## src/rtl/knn_seq_ctrl.sv

```systemverilog
// knn_seq_ctrl: sequential K-nearest-neighbour search over a dataset fetched point by point
module knn_seq_ctrl #(
    parameter int DATA_W    = 32,
    parameter int S         = 16,
    parameter int K         = 4,
    parameter int DATA_INFO = 40,
    parameter int ADDR_W    = 8
) (
    input  logic                 clk,
    input  logic                 rst,
    input  logic                 start,
    input  logic [DATA_W-1:0]    test_point,
    input  logic [ADDR_W-1:0]    n_points,
    output logic                 mem_req,
    output logic [ADDR_W-1:0]    mem_addr,
    input  logic [DATA_INFO-1:0] mem_rdata,
    input  logic                 mem_rvalid,
    output logic                 busy,
    output logic                 done,
    input  logic [$clog2(K)-1:0] res_sel,
    output logic                 res_valid,
    output logic [DATA_W-1:0]    res_dist,
    output logic [7:0]           res_label
);
    localparam int KW = $clog2(K);

    typedef enum logic [2:0] {IDLE, FETCH, WAIT, CALC, INSERT, DONE} state_t;

    state_t                   state_q, state_d;
    logic [DATA_W-1:0]        tp_q, tp_d;
    logic [ADDR_W-1:0]        n_q, n_d;
    logic [ADDR_W-1:0]        idx_q, idx_d;
    logic [DATA_INFO-1:0]     data_q, data_d;
    logic [DATA_W-1:0]        dist_q, dist_d;
    logic                     mem_req_q, mem_req_d;
    logic [ADDR_W-1:0]        mem_addr_q, mem_addr_d;
    logic                     busy_q, busy_d;
    logic                     done_q, done_d;
    logic [K-1:0]             ev_q, ev_d;
    logic [K-1:0][DATA_W-1:0] ed_q, ed_d;
    logic [K-1:0][7:0]        el_q, el_d;

    logic [S-1:0]   tx, ty, px, py, dx, dy;
    logic [2*S-1:0] dx2, dy2;
    logic [2*S:0]   sum;
    logic [DATA_W-1:0] dist_c;
    logic           found;
    logic [KW-1:0]  pos;
    logic [ADDR_W-1:0] idx_inc;

    assign tx      = tp_q[2*S-1:S];
    assign ty      = tp_q[S-1:0];
    assign px      = data_q[DATA_INFO-1 -: S];
    assign py      = data_q[DATA_INFO-1-S -: S];
    assign idx_inc = idx_q + ADDR_W'(1);

    // squared euclidean distance of the captured point, saturated to all-ones when the 33-bit sum overflows
    always_comb begin
        dx     = tx >= px ? tx - px : px - tx;
        dy     = ty >= py ? ty - py : py - ty;
        dx2    = {{S{1'b0}}, dx} * {{S{1'b0}}, dx};
        dy2    = {{S{1'b0}}, dy} * {{S{1'b0}}, dy};
        sum    = {1'b0, dx2} + {1'b0, dy2};
        dist_c = sum[2*S] ? '1 : sum[DATA_W-1:0];
    end

    // lowest rank that the new distance displaces; strict compare keeps earlier points ahead on ties
    always_comb begin
        found = 1'b0;
        pos   = '0;
        for (int i = K - 1; i >= 0; i--) begin
            if (!ev_q[i] || dist_q < ed_q[i]) begin
                found = 1'b1;
                pos   = KW'(i);
            end
        end
    end

    // next-state, datapath and registered-output logic
    always_comb begin
        state_d = state_q;
        tp_d    = tp_q;
        n_d     = n_q;
        idx_d   = idx_q;
        data_d  = data_q;
        dist_d  = dist_q;
        ev_d    = ev_q;
        ed_d    = ed_q;
        el_d    = el_q;
        case (state_q)
            IDLE: begin
                if (start) begin
                    tp_d    = test_point;
                    n_d     = n_points;
                    idx_d   = '0;
                    ev_d    = '0;
                    ed_d    = '1;
                    el_d    = '1;
                    state_d = n_points == '0 ? DONE : FETCH;
                end
            end
            FETCH: state_d = WAIT;
            WAIT: begin
                if (mem_rvalid) begin
                    data_d  = mem_rdata;
                    state_d = CALC;
                end
            end
            CALC: begin
                dist_d  = dist_c;
                state_d = INSERT;
            end
            INSERT: begin
                for (int j = 0; j < K; j++) begin
                    if (found && j == int'(pos)) begin
                        ev_d[j] = 1'b1;
                        ed_d[j] = dist_q;
                        el_d[j] = data_q[7:0];
                    end
                end
                for (int j = 1; j < K; j++) begin
                    if (found && j > int'(pos)) begin
                        ev_d[j] = ev_q[j-1];
                        ed_d[j] = ed_q[j-1];
                        el_d[j] = el_q[j-1];
                    end
                end
                idx_d   = idx_inc;
                state_d = idx_inc == n_q ? DONE : FETCH;
            end
            DONE:    state_d = IDLE;
            default: state_d = IDLE;
        endcase
        mem_req_d  = state_d == FETCH;
        mem_addr_d = idx_d;
        busy_d     = state_d != IDLE;
        done_d     = state_d == DONE;
    end

    // state and output registers with asynchronous active-low clear
    always_ff @(posedge clk or negedge rst) begin
        if (!rst) begin
            state_q    <= IDLE;
            tp_q       <= '0;
            n_q        <= '0;
            idx_q      <= '0;
            data_q     <= '0;
            dist_q     <= '0;
            mem_req_q  <= 1'b0;
            mem_addr_q <= '0;
            busy_q     <= 1'b0;
            done_q     <= 1'b0;
            ev_q       <= '0;
            ed_q       <= '1;
            el_q       <= '1;
        end else begin
            state_q    <= state_d;
            tp_q       <= tp_d;
            n_q        <= n_d;
            idx_q      <= idx_d;
            data_q     <= data_d;
            dist_q     <= dist_d;
            mem_req_q  <= mem_req_d;
            mem_addr_q <= mem_addr_d;
            busy_q     <= busy_d;
            done_q     <= done_d;
            ev_q       <= ev_d;
            ed_q       <= ed_d;
            el_q       <= el_d;
        end
    end

    assign mem_req   = mem_req_q;
    assign mem_addr  = mem_addr_q;
    assign busy      = busy_q;
    assign done      = done_q;
    assign res_valid = ev_q[res_sel];
    assign res_dist  = ed_q[res_sel];
    assign res_label = el_q[res_sel];
endmodule
```

## config.mk

```make
export PLATFORM = sky130hd
export DESIGN_NAME = knn_seq_ctrl
export DESIGN_NICKNAME = d
export VERILOG_FILES = /design/src/rtl/knn_seq_ctrl.sv
export SDC_FILE = /design/constraint.sdc
export NUM_CORES = 2
export LEC_CHECK = 0
export ABC_AREA = 1
export ABC_CLOCK_PERIOD_IN_PS = 10900
export BUFFER_PORTS_ARGS = -buffer_cell sky130_fd_sc_hd__buf_2
export CORE_MARGIN = 1.5
export CORE_UTILIZATION = 40
export CTS_CLUSTER_DIAMETER = 80
export DETAILED_ROUTE_END_ITERATION = 6
export PLACE_DENSITY_LB_ADDON = 0.12
export SLEW_MARGIN = 5
export SYNTH_ARGS = -nofsm -noshare
export SYNTH_HDL_FRONTEND = slang
export SYNTH_SLANG_ARGS = --single-unit
```

## constraint.sdc

```tcl
create_clock -name clk -period 10.9 [get_ports clk]
set_clock_uncertainty 0.05 [all_clocks]
set_input_delay 2.18 -clock clk [delete_from_list [all_inputs] [get_ports clk]]
set_output_delay 2.18 -clock clk [all_outputs]
set_load 0.01 [all_outputs]
```

==> run summary <==
Status -> finished, violations left
Failing checks -> DRC
Number of flops mapped to enable cells by yosys -> 0
Setup crit start kind -> flip-flop
Core Region -> 88650 µm²
Vias -> 29535
Max cap viols -> 0
P&R area growth vs syn -> 8.616%
Yosys top cell area share -> 21.65%
Sequential share of the synthesized area -> 20.78%
CTS Hold Bufs -> 0
Initial antenna violation count -> 1
All-Layer GR Usage -> 23.56%
Clk buf depth -> 3
Synth Area in Simple Gates -> 18.48%
Row count -> 109
Post-route DRC -> 2
Dpl ws -> 0.4938 ns
Distinct cells, synth -> 52
Synth top area cells -> fa_1, ha_1, dfstp_2
CP max stage cell -> o21ai_2
Nets -> 5560
Synth Area in XOR/XNOR -> 2.266%
Final antenna-violating net count -> 0
R2R Path Start -> tp_q[16]
Sink Count -> 290
Non-Filler Instances -> 5900
Synth Area in Adders -> 35.00%
Largest family of logic cells by synthesized area -> adder cells
HP Class -> reg -> reg
Final slew viol count -> 0
Slew margin rel. -> 35.87%
Port buffer count -> 137
Resize count post-CTS -> 0
Root Buffer -> clkbuf_16
Critical Path Max Stage Delay -> 0.58 ns
Crit path max fanout -> 32
Final setup TNS -> 0 ns
I/O Pins -> 138
Worst skew pair latency -> 0.57 ns
Final instance area -> 38970 µm²
CP Data Required Time -> 11.34 ns
Fin. Hold Viols -> 0
Syn nets -> 5514
Fin crit period -> 10.12 ns
Multi-input logic area -> 23940 µm²
Crit end category -> flip-flop
Placement Cell Area -> 37600 µm²
Vias in the first global route -> 31335
Placed instance count -> 5827
Avg Inst Size Synth -> 7.705 µm²
RSZ-0062 raised after global routing -> false
CTS tree -> done
Endpoints failing setup -> 0
Mapped Area -> 35880 µm²
Die area -> 91510 µm²
Postcts setup bufs -> 0
Total Wirelength -> 102.9 mm
Gate Count Post-Synth -> 4657
Hold path startpoint -> el_q[10]
Die width -> 302.5 µm
Fillers -> 9260
Largest net degree at the start of global routing -> 144
WP data arrival -> 10.56 ns
Final period util -> 92.88%
Hpwl dp -> 80.27 mm
Most used flip-flop cell after synthesis -> dfstp_2
Post-synth ARST share -> 100.0%
Synth Area in Compound Gates -> 10.52%
DRT Pass-1 Iters -> 7
Critical path type -> reg -> reg
Yosys Warn Count -> 0
Yosys top cell by area -> fa_1
Layout cells sized above 1 -> 9.780%
WL/cell -> 17.44 µm
Portion of netlist area occupied by mux cells -> 0.2511%
Register area -> 7457 µm²
First-pass GRT wire length -> 171.4 mm
Die height -> 302.5 µm
Worst slew pin tran -> 0.9620 ns
Initial DRC count -> 1719
Setup ws final -> 0.7762 ns
Crit path from -> tp_q[16]
Placer Congestion -> 0.9112
H-tree levels -> 2
CTS Buf Count -> 39
Post-synthesis sequential element count -> 290
Max Freq -> 0.09878 GHz
Via density -> 5.006
Reg clk slew, reported paths -> 0.06 ns
Starting density of the core -> 40.48%
Grt ovf -> 0
[area by class of cell]
| cell class | count | share of cell area [%] |
|---|---|---|
| antenna | 1 | 0.006421 |
| clock buffer | 59 | 3.059 |
| clock inverter | 13 | 0.4173 |
| inverter | 997 | 9.605 |
| multi-input combinational | 3197 | 61.43 |
| sequential | 290 | 19.13 |
| tap | 1165 | 3.740 |
| timing repair buffer | 178 | 2.607 |
[critical path: cells and delay by family (launching register included)]
family / cells / cell delay [ns]
AND/OR/NAND/NOR: 7 / 1.42
flip-flops: 1 / 0.38
buffers and inverters: 9 / 1.00
AO/OA/AOI/OAI: 8 / 2.06
adder cells (fa/ha/maj): 11 / 5.11
[sequential cells by signal, summed over array words and instances (netlist names)]
name / cells
data_q: 40
ev_q: 4
n_q: 8
tp_q: 32
state_q: 3
ed_q: 128
dist_q: 32
done: 1
mem_req: 1
busy: 1
el_q: 32
mem_addr: 8
[worst paths after layout]
path | end | slack, ns | depth (start not counted)
setup / recovery | dist_q[31] | 0.78 | 35
max in group asynchronous | ev_q[1] | 7.21 | 3
hold reg to reg | el_q[10] | 0.43 | 2
min in group asynchronous | data_q[14] | 1.55 | 1
hold / removal | el_q[10] | 0.43 | 2
setup reg to reg | dist_q[31] | 0.78 | 35
[cells in the mapped netlist (6+ instances only)]
cell,count
inv_1,986
nand2_1,897
nor2_1,389
fa_1,388
ha_1,383
a21oi_1,322
nand3_1,258
o21ai_0,258
dfstp_2,160
dfrtp_1,130
clkbuf_1,89
xor2_1,69
buf_2,51
a22oi_1,31
xnor2_1,22
nor3_1,21
o21ai_1,19
nand4_1,17
buf_4,14
o21bai_1,14
a21o_1,12
nand2_2,11
a31oi_1,10
buf_1,9
nor4_1,9
mux2_2,8
inv_2,7
o211ai_1,7
o22ai_1,7
buf_6,6
[metrics by stage]
stage	util (%)	hold WS (ns)
after floorplan	-	0.4028
after global placement	42.42	0.4141
after detailed placement	42.42	0.4150
after CTS	43.94	0.4258
after global routing	43.96	0.4387
final	43.97	0.4258
[cell families after synthesis]
group | after synthesis
xor gates and xnor gates | 92
DFF | 290
AOI/OAI and AO/OA | 702
and+or+nand+nor | 1624
buffers and inverters | 1170
muxes | 8
adders and majority gates | 771
[cell usage in the layout (no fill, tap or decap), types with 19 or more instances in the layout]
master	Yosys	final
a21oi_1	322	322
buf_4	14	40
o21ai_1	19	19
inv_1	986	984
fa_1	388	388
nor3_1	21	21
buf_2	51	136
nand3_1	258	256
xor2_1	69	69
nand2_1	897	895
dfrtp_1	130	130
ha_1	383	383
nor2_1	389	387
o21ai_0	258	258
clkbuf_16	0	40
dfstp_2	160	160
xnor2_1	22	22
a22oi_1	31	31
[metal layers]
layer / routed length, µm / share of wire (%) / vias up / track usage, %
met5: 17 / 0.017 / - / 0
met4: 1710 / 1.7 / 2 / 4.430
met3: 3908 / 3.8 / 106 / 2.320
met2: 48700 / 47 / 565 / 39.60
met1: 48580 / 47 / 14346 / 33.13
li1: - / - / 14516 / -
Power is not shown: default switching activity piles up to over one toggle a cycle in this logic, so the estimate is an artifact.
